===== config.mk =====
export PLATFORM = sky130hd
export DESIGN_NAME = mux_scan_ctrl
export DESIGN_NICKNAME = d
export VERILOG_FILES = /design/src/rtl/mux_scan_ctrl.sv
export SDC_FILE = /design/constraint.sdc
export NUM_CORES = 1
export LEC_CHECK = 0
export BUFFER_PORTS_ARGS = -buffer_cell sky130_fd_sc_hd__buf_2
export CAP_MARGIN = 10
export CELL_PAD_IN_SITES_DETAIL_PLACEMENT = 1
export CELL_PAD_IN_SITES_GLOBAL_PLACEMENT = 1
export CORE_UTILIZATION = 42
export CTS_CLUSTER_DIAMETER = 60
export DETAILED_ROUTE_END_ITERATION = 16
export PLACE_DENSITY_LB_ADDON = 0.1
export SETUP_SLACK_MARGIN = 0.02
export SLEW_MARGIN = 10
export SYNTH_ARGS = -nofsm -noshare
export SYNTH_HDL_FRONTEND = slang
export SYNTH_SLANG_ARGS = --single-unit

===== constraint.sdc =====
create_clock -name clk -period 4.8 [get_ports clk]
set_clock_uncertainty 0.15 [all_clocks]
set_input_delay 0.72 -clock clk [delete_from_list [all_inputs] [get_ports clk]]
set_output_delay 0.72 -clock clk [all_outputs]
set_load 0.05 [all_outputs]

===== src/rtl/mux_scan_ctrl.sv =====
// Steps a 4:1 mux through channels 0..3, waits DWELL cycles per channel, then samples y into a 4-bit word.
// Latency: start accepted at cycle T gives done at T+1+4*(DWELL+1); data changes only on the edge entering DONE.
// Backpressure: none; start is honoured only while idle and is never queued.
module mux_scan_ctrl #(
    parameter int DWELL = 4,
    parameter int CONT  = 0
) (
    input  logic       clk,
    input  logic       rst,
    input  logic       start,
    input  logic       y,
    output logic       s1,
    output logic       s0,
    output logic       busy,
    output logic       done,
    output logic [3:0] data
);

    typedef enum logic [1:0] {
        IDLE   = 2'd0,
        SETTLE = 2'd1,
        SAMPLE = 2'd2,
        DONE   = 2'd3
    } state_t;

    localparam logic [7:0] DWELL_LAST = 8'(DWELL - 1);

    state_t     state_q, state_d;
    logic [1:0] sel_q, sel_d;
    logic [7:0] cnt_q, cnt_d;
    logic [2:0] shadow_q, shadow_d;
    logic [3:0] data_q, data_d;

    always_ff @(posedge clk) begin
        if (rst) begin
            state_q  <= IDLE;
            sel_q    <= 2'd0;
            cnt_q    <= 8'd0;
            shadow_q <= 3'd0;
            data_q   <= 4'd0;
        end else begin
            state_q  <= state_d;
            sel_q    <= sel_d;
            cnt_q    <= cnt_d;
            shadow_q <= shadow_d;
            data_q   <= data_d;
        end
    end

    always_comb begin
        state_d  = state_q;
        sel_d    = sel_q;
        cnt_d    = cnt_q;
        shadow_d = shadow_q;
        data_d   = data_q;
        case (state_q)
            IDLE: begin
                sel_d = 2'd0;
                cnt_d = 8'd0;
                if (start) begin
                    state_d = SETTLE;
                end
            end
            SETTLE: begin
                cnt_d = cnt_q + 8'd1;
                if (cnt_q == DWELL_LAST) begin
                    state_d = SAMPLE;
                end
            end
            SAMPLE: begin
                cnt_d = 8'd0;
                // Channels 0..2 park in the shadow so data only ever sees a full scan.
                case (sel_q)
                    2'd0: shadow_d[0] = y;
                    2'd1: shadow_d[1] = y;
                    2'd2: shadow_d[2] = y;
                    default: data_d = {y, shadow_q};
                endcase
                if (sel_q == 2'd3) begin
                    state_d = DONE;
                end else begin
                    sel_d   = sel_q + 2'd1;
                    state_d = SETTLE;
                end
            end
            DONE: begin
                sel_d   = 2'd0;
                cnt_d   = 8'd0;
                state_d = (CONT != 0) ? SETTLE : IDLE;
            end
            default: begin
                state_d = IDLE;
            end
        endcase
    end

    assign s1   = sel_q[1];
    assign s0   = sel_q[0];
    assign busy = (state_q != IDLE);
    assign done = (state_q == DONE);
    assign data = data_q;

endmodule


; Yosys cells after proc, flatten, opt, wreduce, memory -nomap -nowiden
; Index checks and enable logic that the tools add are counted.
[classes]
eq_ne = 10
mux = 7
add_sub_neg = 2
reduce_logical = 13
bitwise = 1
[op_table]
columns = cell, n
row1 = $pmux W8 S2, 1
row2 = $reduce_and A2 Y1, 6
row3 = $add A8 B1 Y8 const B, 1
row4 = $eq A2 B2 Y1 const B, 4
row5 = $eq A8 B2 Y1 const B, 1
row6 = $mux W2, 4
row7 = $pmux W2 S4, 1
row8 = $ne A2 B2 Y1 const B, 3
row9 = $reduce_or A3 Y1, 2
row10 = $eq A2 B1 Y1 const B, 2
row11 = $logic_not A2 Y1, 2
row12 = $pmux W2 S2, 1
row13 = $reduce_bool A2 Y1, 2
row14 = $add A2 B1 Y2 const B, 1
row15 = $reduce_or A2 Y1, 1
row16 = $not A1 Y1, 1
[totals]
elab_cells = 40
regBits = 19
out_inout_bits = 8
in_bits = 4

; Longest topological paths before layout
; Gate-level depths: netlist of the first run.
[depth]
ltp_word = 4
mapped_depth = 6
mapped_depth_nobuf = 6

; Worst setup path after synthesis of the first run
; OpenSTA, ideal clock, no wires.
[synth_path]
path_type = reg-to-output
from = register state_q[0]
to = output port busy
arrival_time_ns = 0.944
t_required_ns = 3.930
path_buffers = 0
path_slack_ns = 2.986
path_stages_with_launch = 4
path_cell_list = dfxtp_1 > inv_1 > ha_1 > inv_1
[synth_via]
elab_chain_len = 1
[synth_rtl]
columns = element, line_no
row1 = "start, declared", 28  ; state_t state_q, state_d;
row2 = "start signal, assigned", 42  ; state_q <= state_d;
row3 = $reduce_bool A2 Y1, 99  ; assign busy = (state_q != IDLE);
row4 = "end, declared", 14  ; output logic busy,
; Every way passes these cells.

; Worst setup path after layout of the first run
; Same ends and word-level chain as after synthesis.

==> results of run 1 <==
-- area by class of cell --
type                       count  area (um2)  share of cell area
clock buffer                   4        26.3              0.0263
inverter                       6        22.5              0.0226
tap                           27        33.8              0.0339
sequential                    19         380               0.381
timing repair buffer          11        55.1              0.0552
multi-input combinational     75         479               0.481
-- placed cells by master, fill, tap and decap left out, types with 2 or more instances in the layout --
master	netlist	final
sky130_fd_sc_hd__inv_1	6	6
sky130_fd_sc_hd__nand2b_1	2	2
sky130_fd_sc_hd__buf_2	1	11
sky130_fd_sc_hd__nor2_1	10	10
sky130_fd_sc_hd__xor2_1	5	5
sky130_fd_sc_hd__dfxtp_1	19	19
sky130_fd_sc_hd__ha_1	9	9
sky130_fd_sc_hd__a21oi_1	10	10
sky130_fd_sc_hd__nand2_1	12	12
sky130_fd_sc_hd__clkbuf_4	0	3
sky130_fd_sc_hd__a211oi_1	2	2
sky130_fd_sc_hd__nand3_1	14	14
-- metrics by stage --
step | util | worst slack, ns | power (mW)
floorplan | - | 2.99 | 0.331
global placement | 0.490 | 2.95 | 0.362
detailed placement | 0.490 | 2.88 | 0.371
CTS | 0.503 | 2.59 | 0.450
global route | 0.503 | 2.53 | 0.478
finish | 0.503 | 2.61 | 0.445
-- cells by family after synthesis --
kind of cell,after synthesis,synth area share
AND/OR/NAND/NOR,43,0.222
flip-flops,19,0.425
AO/OA/AOI/OAI,16,0.116
buffers and inverters,9,0.0392
adder cells (fa/ha/maj),9,0.126
XOR/XNOR,6,0.0587
multiplexers,1,0.0126
-- metal layers --
metal	global-route usage	up-vias	wire length [um]
met3	0.0333	2	43
met5	0	-	0
li1	-	374	-
met4	0.0667	0	12
met2	0.240	9	828
met1	0.222	343	878
-- where the power goes --
part | switching, mW | internal, mW
sequential | 0.0158 | 0.174
clock | 0.0471 | 0.0323
combinational | 0.119 | 0.0559
total | 0.182 | 0.263
-- worst paths after layout --
path              cells after the start                     from                   end  slack, ns
hold / removal                        2     data[3]$_SDFFE_PP0P_  data[3]$_SDFFE_PP0P_       0.31
setup reg to reg                      4  state_q[0]$_SDFFE_PP0P_   cnt_q[6]$_SDFF_PP0_       2.89
setup / recovery                      4  state_q[0]$_SDFFE_PP0P_                  busy       2.61
hold reg to reg                       2     data[3]$_SDFFE_PP0P_  data[3]$_SDFFE_PP0P_       0.31
-- critical path: stages (launching register included) --
cell                      delay [ns]
sky130_fd_sc_hd__dfxtp_1        0.37
sky130_fd_sc_hd__inv_1          0.09
sky130_fd_sc_hd__ha_1           0.23
sky130_fd_sc_hd__inv_1          0.08
sky130_fd_sc_hd__buf_2          0.26
-- sequential cells by signal, summed over array words and instances (netlist names) --
| signal | flops |
|---|---|
| sel_q | 2 |
| cnt_q | 8 |
| data | 4 |
| state_q | 2 |
| shadow_q | 3 |
==> metrics.md, run 1 <==
| Metric | Value |
|---|---|
| Status | completed |
| Path class of the lowest-slack min-delay path | reg2reg |
| Critical Path RT | 3.93 ns |
| Top cell type by total area after synthesis | sky130_fd_sc_hd__dfxtp_1 |
| Yosys warning total | 0 |
| Total placed instance area | 971 um2 |
| Number of fill cells | 246 |
| Master cell of the clock root buffer | sky130_fd_sc_hd__clkbuf_4 |
| Number of buffers added by the clock tree synthesis step | 3 |
| Total nets after synthesis | 116 |
| Post-synth ARST share | 0 |
| Leakage power figure | 0.398 nW |
| TritonRoute pass-1 iters | 2 |
| Top FF cell, synth | sky130_fd_sc_hd__dfxtp_1 |
| Global route overflow | 0 |
| Synth Register Bits | 19 |
| Clock-pin slew of the registers on the worst-case setup and hold paths | 0.11 ns |
| Nets | 129 |
| Count of antenna-violating nets left after detailed routing | 0 |
| Post-synthesis cell area | 895 um2 |
| Max clock buf depth | 2 |
| Type of destination of the critical path | primary output |
| Number of design-rule violations left by the first detailed-router iteration | 5 |
| Worst vdd ir | 227 uV |
| Number of antenna violations at the first check in global routing | 0 |
| Total via count in the routed design | 728 |
| Worst-case headroom to the max-slew limit | 0.689 |
| Distinct cell type count after synthesis | 23 |
| Final Hold Violating Endpoints | 0 |
| Count of final setup violators | 0 |
| Measured slew at the worst slew-check pin | approximately 0.47 ns |
| Placed cell count | 138 |
| Count of cells resized by post-cts repair | 0 |
| Post-detailed-placement half-perimeter wirelength | 1390 um |
| Final Max Tran Viols | 0 |
| Seq/Total Area, Yosys | 0.425 |
| Layout cells sized above 1 | 0.148 |
| Arr. time, crit path | 1.32 ns |
| Max-cap viol count | 0 |
| Effective utilization at floorplan | 0.451 |
| Biggest area contributors in the synthesized netlist | sky130_fd_sc_hd__dfxtp_1 43%, sky130_fd_sc_hd__ha_1 13%, sky130_fd_sc_hd__nand3_1 7.8%, sky130_fd_sc_hd__a21oi_1 5.6%, sky130_fd_sc_hd__nand2_1 5.0% |
| Die Y-Extent | 48.2 um |
| Portion of the clock cycle consumed by the worst path in the final layout | 0.457 |
| Die width | 48.2 um |
| Clock period minus worst slack | about 2.2 ns |
| Fmax achieved | about 460 MHz |
| Non-filler instance count after layout | around 140 |
| First-pass GRT wire length | 2590 um |
| Worst Hold Margin | 0.307 ns |
| Number of enable-type register cells in the synthesized netlist | 0 |
| Count of standard-cell rows | 16 |
| H-tree level count | 1 |
| Global router's overall resource usage | 0.160 |
| Most numerous cell in the Yosys netlist | sky130_fd_sc_hd__dfxtp_1 |
| Layout overhead on the synthesized area | 11.5% |
| Die area | between 2000 and 2500 um2 |
| Port buffer count | 11 |
| Commonest cells in the synthesized netlist | 19 x sky130_fd_sc_hd__dfxtp_1, 14 x sky130_fd_sc_hd__nand3_1, 12 x sky130_fd_sc_hd__nand2_1 |
| Pwr per Cell Area | 446 nW/um2 |
| Number of global-route vias before repair | around 620 |
| Clock latency at the later pin of the worst-skew pair | 0.29 ns |
| Number of hold buffers added after CTS | 0 |
| Setup repair after global routing missed its margin | false |
| Critical Path Source Type | flip-flop |
| Per-instance average area after synthesis | 8.69 um2 |
| Critical setup path kind | reg2out |
| Routability cong. | 0.762 |
| Core footprint | 1980 um2 |
| Average wire per standard cell | 12.4 um |
| CTS tree | done |
| Area fraction of the dominant cell type after synthesis | 0.425 |
| Pin count of the biggest net entering global routing | 16 |
| Post-synthesis instance total | 103 |
| Setup TNS after final layout | 0 ns |
| Max Fanout on Critical Path | 4 |
| Wire length after detailed routing | 1760 um |
| Via/cell ratio | ~5.1 |
| Antenna cell count | 0 |
| Post-CTS repair timing setup buffer count | 0 |
| Count of clock tree sinks | 19 |
| DRC Markers | 0 |
| Design area | 997 um2 |
| I/O pins | 12 |
Power figures use the tool's default switching activity.
==> run 2: changes to the inputs <==
- CORE_UTILIZATION: 42 -> 41
- clock period: 4.8 -> 2.28 ns (I/O delays scaled with it)
==> run 2 against run 1 <==
Net effect:
- register-to-register slack got worse by 2.5 ns
- final cell count did not move
- critical path depth did not move
- critical path type is now reg2reg
==> metrics.md, run 2 (synthesis gave the netlist of run 1 again) <==
| Metric | Value |
|---|---|
| Startpoint of the worst-slack reg-to-reg timing path | state_q[0]$_SDFFE_PP0P_ |
| Total via count in the routed design | 734 (+0.82%) |
| Master cell of the clock root buffer | sky130_fd_sc_hd__clkbuf_4 |
| Number of hold buffers added after CTS | 0 (unchanged) |
| Post-detailed-placement half-perimeter wirelength | 1350 um (-3.1%) |
| Die area | 2370 um2 (+2.3%) |
| Crit. path cell count | 4 (unchanged) |
| Number of antenna violations at the first check in global routing | 0 (unchanged) |
| Cell class contributing the biggest share of worst-path delay | simple AND/OR/NAND/NOR gates |
| Cell with the largest stage delay on the worst path | sky130_fd_sc_hd__or4_1 |
| Via/cell ratio | 5.17 (+0.82%) |
| Global route overflow | 0 (unchanged) |
| CTS tree | done |
| Status | completed |
| Final Max Tran Viols | 0 (unchanged) |
| Endpoint with the worst hold slack | shadow_q[0]$_SDFFE_PP0P_ |
| Worst setup margin | 0.364 ns (-2.24 ns) |
| Max clock buf depth | 2 (unchanged) |
| Worst reg2reg path endpoint | cnt_q[0]$_SDFF_PP0_ |
| Count of antenna-violating nets left after detailed routing | 0 (unchanged) |
| Top library cells by usage in the layout, fill and taps aside | 19 x sky130_fd_sc_hd__dfxtp_1, 14 x sky130_fd_sc_hd__nand3_1, 12 x sky130_fd_sc_hd__nand2_1, 11 x sky130_fd_sc_hd__buf_2 |
| Die width | 48.7 um (+1.2%) |
| Flip-flop count of the largest register, all copies and words added | 8 (unchanged) |
| Layout overhead on the synthesized area | 11.5% (unchanged) |
| Util after Layout | 0.498 (-0.00503) |
| Leakage power figure | 0.398 nW (unchanged) |
| Port buffer count | 11 (unchanged) |
| Effective utilization at floorplan | 0.447 (-0.00451) |
| Post-CTS repair timing setup buffer count | 0 (unchanged) |
| Placed cell count | 138 (unchanged) |
| Most common cell after layout, fill and taps aside | sky130_fd_sc_hd__dfxtp_1 |
| Internal Pwr Total | 554 uW (+110%) |
| Number of cell instances on the worst register-to-register path | 4 (unchanged) |
| Net Sw Power | 378 uW (+110%) |
| Final Hold Violating Endpoints | 0 (unchanged) |
| I/O pins | 12 (unchanged) |
| Clock period minus worst slack | 1.92 ns |
| Worst setup slack before clock tree synthesis | 0.385 ns (-2.50 ns) |
| Nets | 129 (unchanged) |
| Worst Hold Margin | 0.186 ns (-0.121 ns) |
| Slowest Stage Delay on Critical Path | 0.72 ns (+0.35 ns) |
| Clock-pin slew of the registers on the worst-case setup and hold paths | 0.11 ns (about the same) |
| Max Fanout on Critical Path | 15 (+11) |
| Clock latency at the later pin of the worst-skew pair | 0.29 ns (about the same) |
| Sum of buffers and inverters on the critical path | 1 (-2) |
| Layout cells sized above 1 | 0.148 (unchanged) |
| Portion of the clock cycle consumed by the worst path in the final layout | 0.840 |
| Average wire per standard cell | 12.5 um (+0.62%) |
| Wire length after detailed routing | 1780 um (+0.62%) |
| Routability cong. | 0.726 (-4.8%) |
| Fmax achieved | 522 MHz |
| Setup repair after global routing missed its margin | false |
| Core footprint | 2000 um2 (+1.0%) |
| Critical setup path kind | reg2reg |
| List of cells traversed by the critical path | inv_1 > ha_1 > or4_1 > nor2_1 |
| Critical Path Source Type | flip-flop |
| Max-cap viol count | 0 (unchanged) |
| Critical Path RT | 2.36 ns (-1.57 ns) |
| Total Power Consumption | 932 uW (+110%) |
| Number of global-route vias before repair | 659 (+6.6%) |
| Pwr per Cell Area | 934 nW/um2 (+110%) |
| Number of design-rule violations left by the first detailed-router iteration | 4 (-1) |
| H-tree level count | 1 (unchanged) |
| Die Y-Extent | 48.7 um (+1.2%) |
| Clock power frac | 0.179 (about the same) |
| Total placed instance area | 971 um2 (unchanged) |
| Register share of total power | 0.430 (+0.002) |
| Worst vdd ir | 432 uV (+90%) |
| Arr. time, crit path | 2.00 ns (+0.68 ns) |
| DRC Markers | 0 (unchanged) |
| Net switching fraction of the power | 0.406 (-0.00339) |
| Reg-to-reg setup timing slack | 0.36 ns (-2.53 ns) |
| Type of destination of the critical path | flip-flop |
| Count of standard-cell rows | 16 (unchanged) |
| Pin count of the biggest net entering global routing | 16 (unchanged) |
| Number of cells on the worst hold path | 3 (+1) |
| Number of buffers added by the clock tree synthesis step | 3 (unchanged) |
| Most flops, register | cnt_q |
| Count of final setup violators | 0 (unchanged) |
| Count of clock tree sinks | 19 (unchanged) |
| Count of cells resized by post-cts repair | 0 (unchanged) |
| TritonRoute pass-1 iters | 3 (+1) |
| Non-filler instance count after layout | 142 (unchanged) |
| Global router's overall resource usage | 0.168 (+0.00769) |
| Startpoint of the tightest hold check path | y |
| Antenna cell count | 0 (unchanged) |
| Worst-case headroom to the max-slew limit | 0.681 (-0.00835) |
| Measured slew at the worst slew-check pin | 0.479 ns (+0.0125 ns) |
| Setup TNS after final layout | 0 ns (unchanged) |
| Logic gate share of total power | 0.392 (about the same) |
| Design area | 997 um2 (unchanged) |
| Path class of the lowest-slack min-delay path | in2reg |
| First-pass GRT wire length | 2990 um (+15%) |
-- run 2: cell counts in the layout (fill, tap and decap cells not counted) --
Identical to the previous run, type by type.
-- run 2: final cells by class --
cell class                      count  area, um2
Clock buffer                        4       26.3
Tap cell                           27       33.8
Timing Repair Buffer               11       55.1
Multi-Input combinational cell     75        479
Inverter                            6       22.5
Fill cell                         261       1000
Sequential cell                    19        380
-- run 2: worst register-to-register path, delay by kind of cell (launching register included) --
kind,cells,cell delay (ns)
DFF,1,0.37
adders and majority gates,1,0.38
and+or+nand+nor,2,0.86
buffers and inverters,1,0.10
-- run 2: worst max path at each step --
stage	slack, ns	from	end
after global placement	0.46	state_q[0]$_SDFFE_PP0P_	cnt_q[2]$_SDFF_PP0_
after detailed placement	0.38	state_q[0]$_SDFFE_PP0P_	cnt_q[3]$_SDFF_PP0_
after CTS	0.36	state_q[0]$_SDFFE_PP0P_	cnt_q[1]$_SDFF_PP0_
after floorplan	0.61	sel_q[1]$_SDFFE_PP0P_	sel_q[0]$_SDFFE_PP0P_
final	0.36	state_q[0]$_SDFFE_PP0P_	cnt_q[0]$_SDFF_PP0_
after global routing	0.27	state_q[0]$_SDFFE_PP0P_	cnt_q[0]$_SDFF_PP0_
-- run 2: power groups by stage --
stage,Combinational (mW),Sequential [mW],Clock (mW)
5_1_grt,0.402,0.406,0.201
3_3_place_gp,0.357,0.407,0
6_report,0.365,0.400,0.166
2_1_floorplan,0.260,0.436,0
3_5_place_dp,0.368,0.408,0
4_1_cts,0.368,0.401,0.178
-- run 2: metal layers --
layer	vias up	track usage	wire (um)	part of all wire
li1	375	-	-	-
met1	346	0.222	868	0.49
met2	11	0.248	843	0.47
met3	2	0.0566	51	0.029
met4	0	0.0735	12	0.0068
met5	-	0	0	0
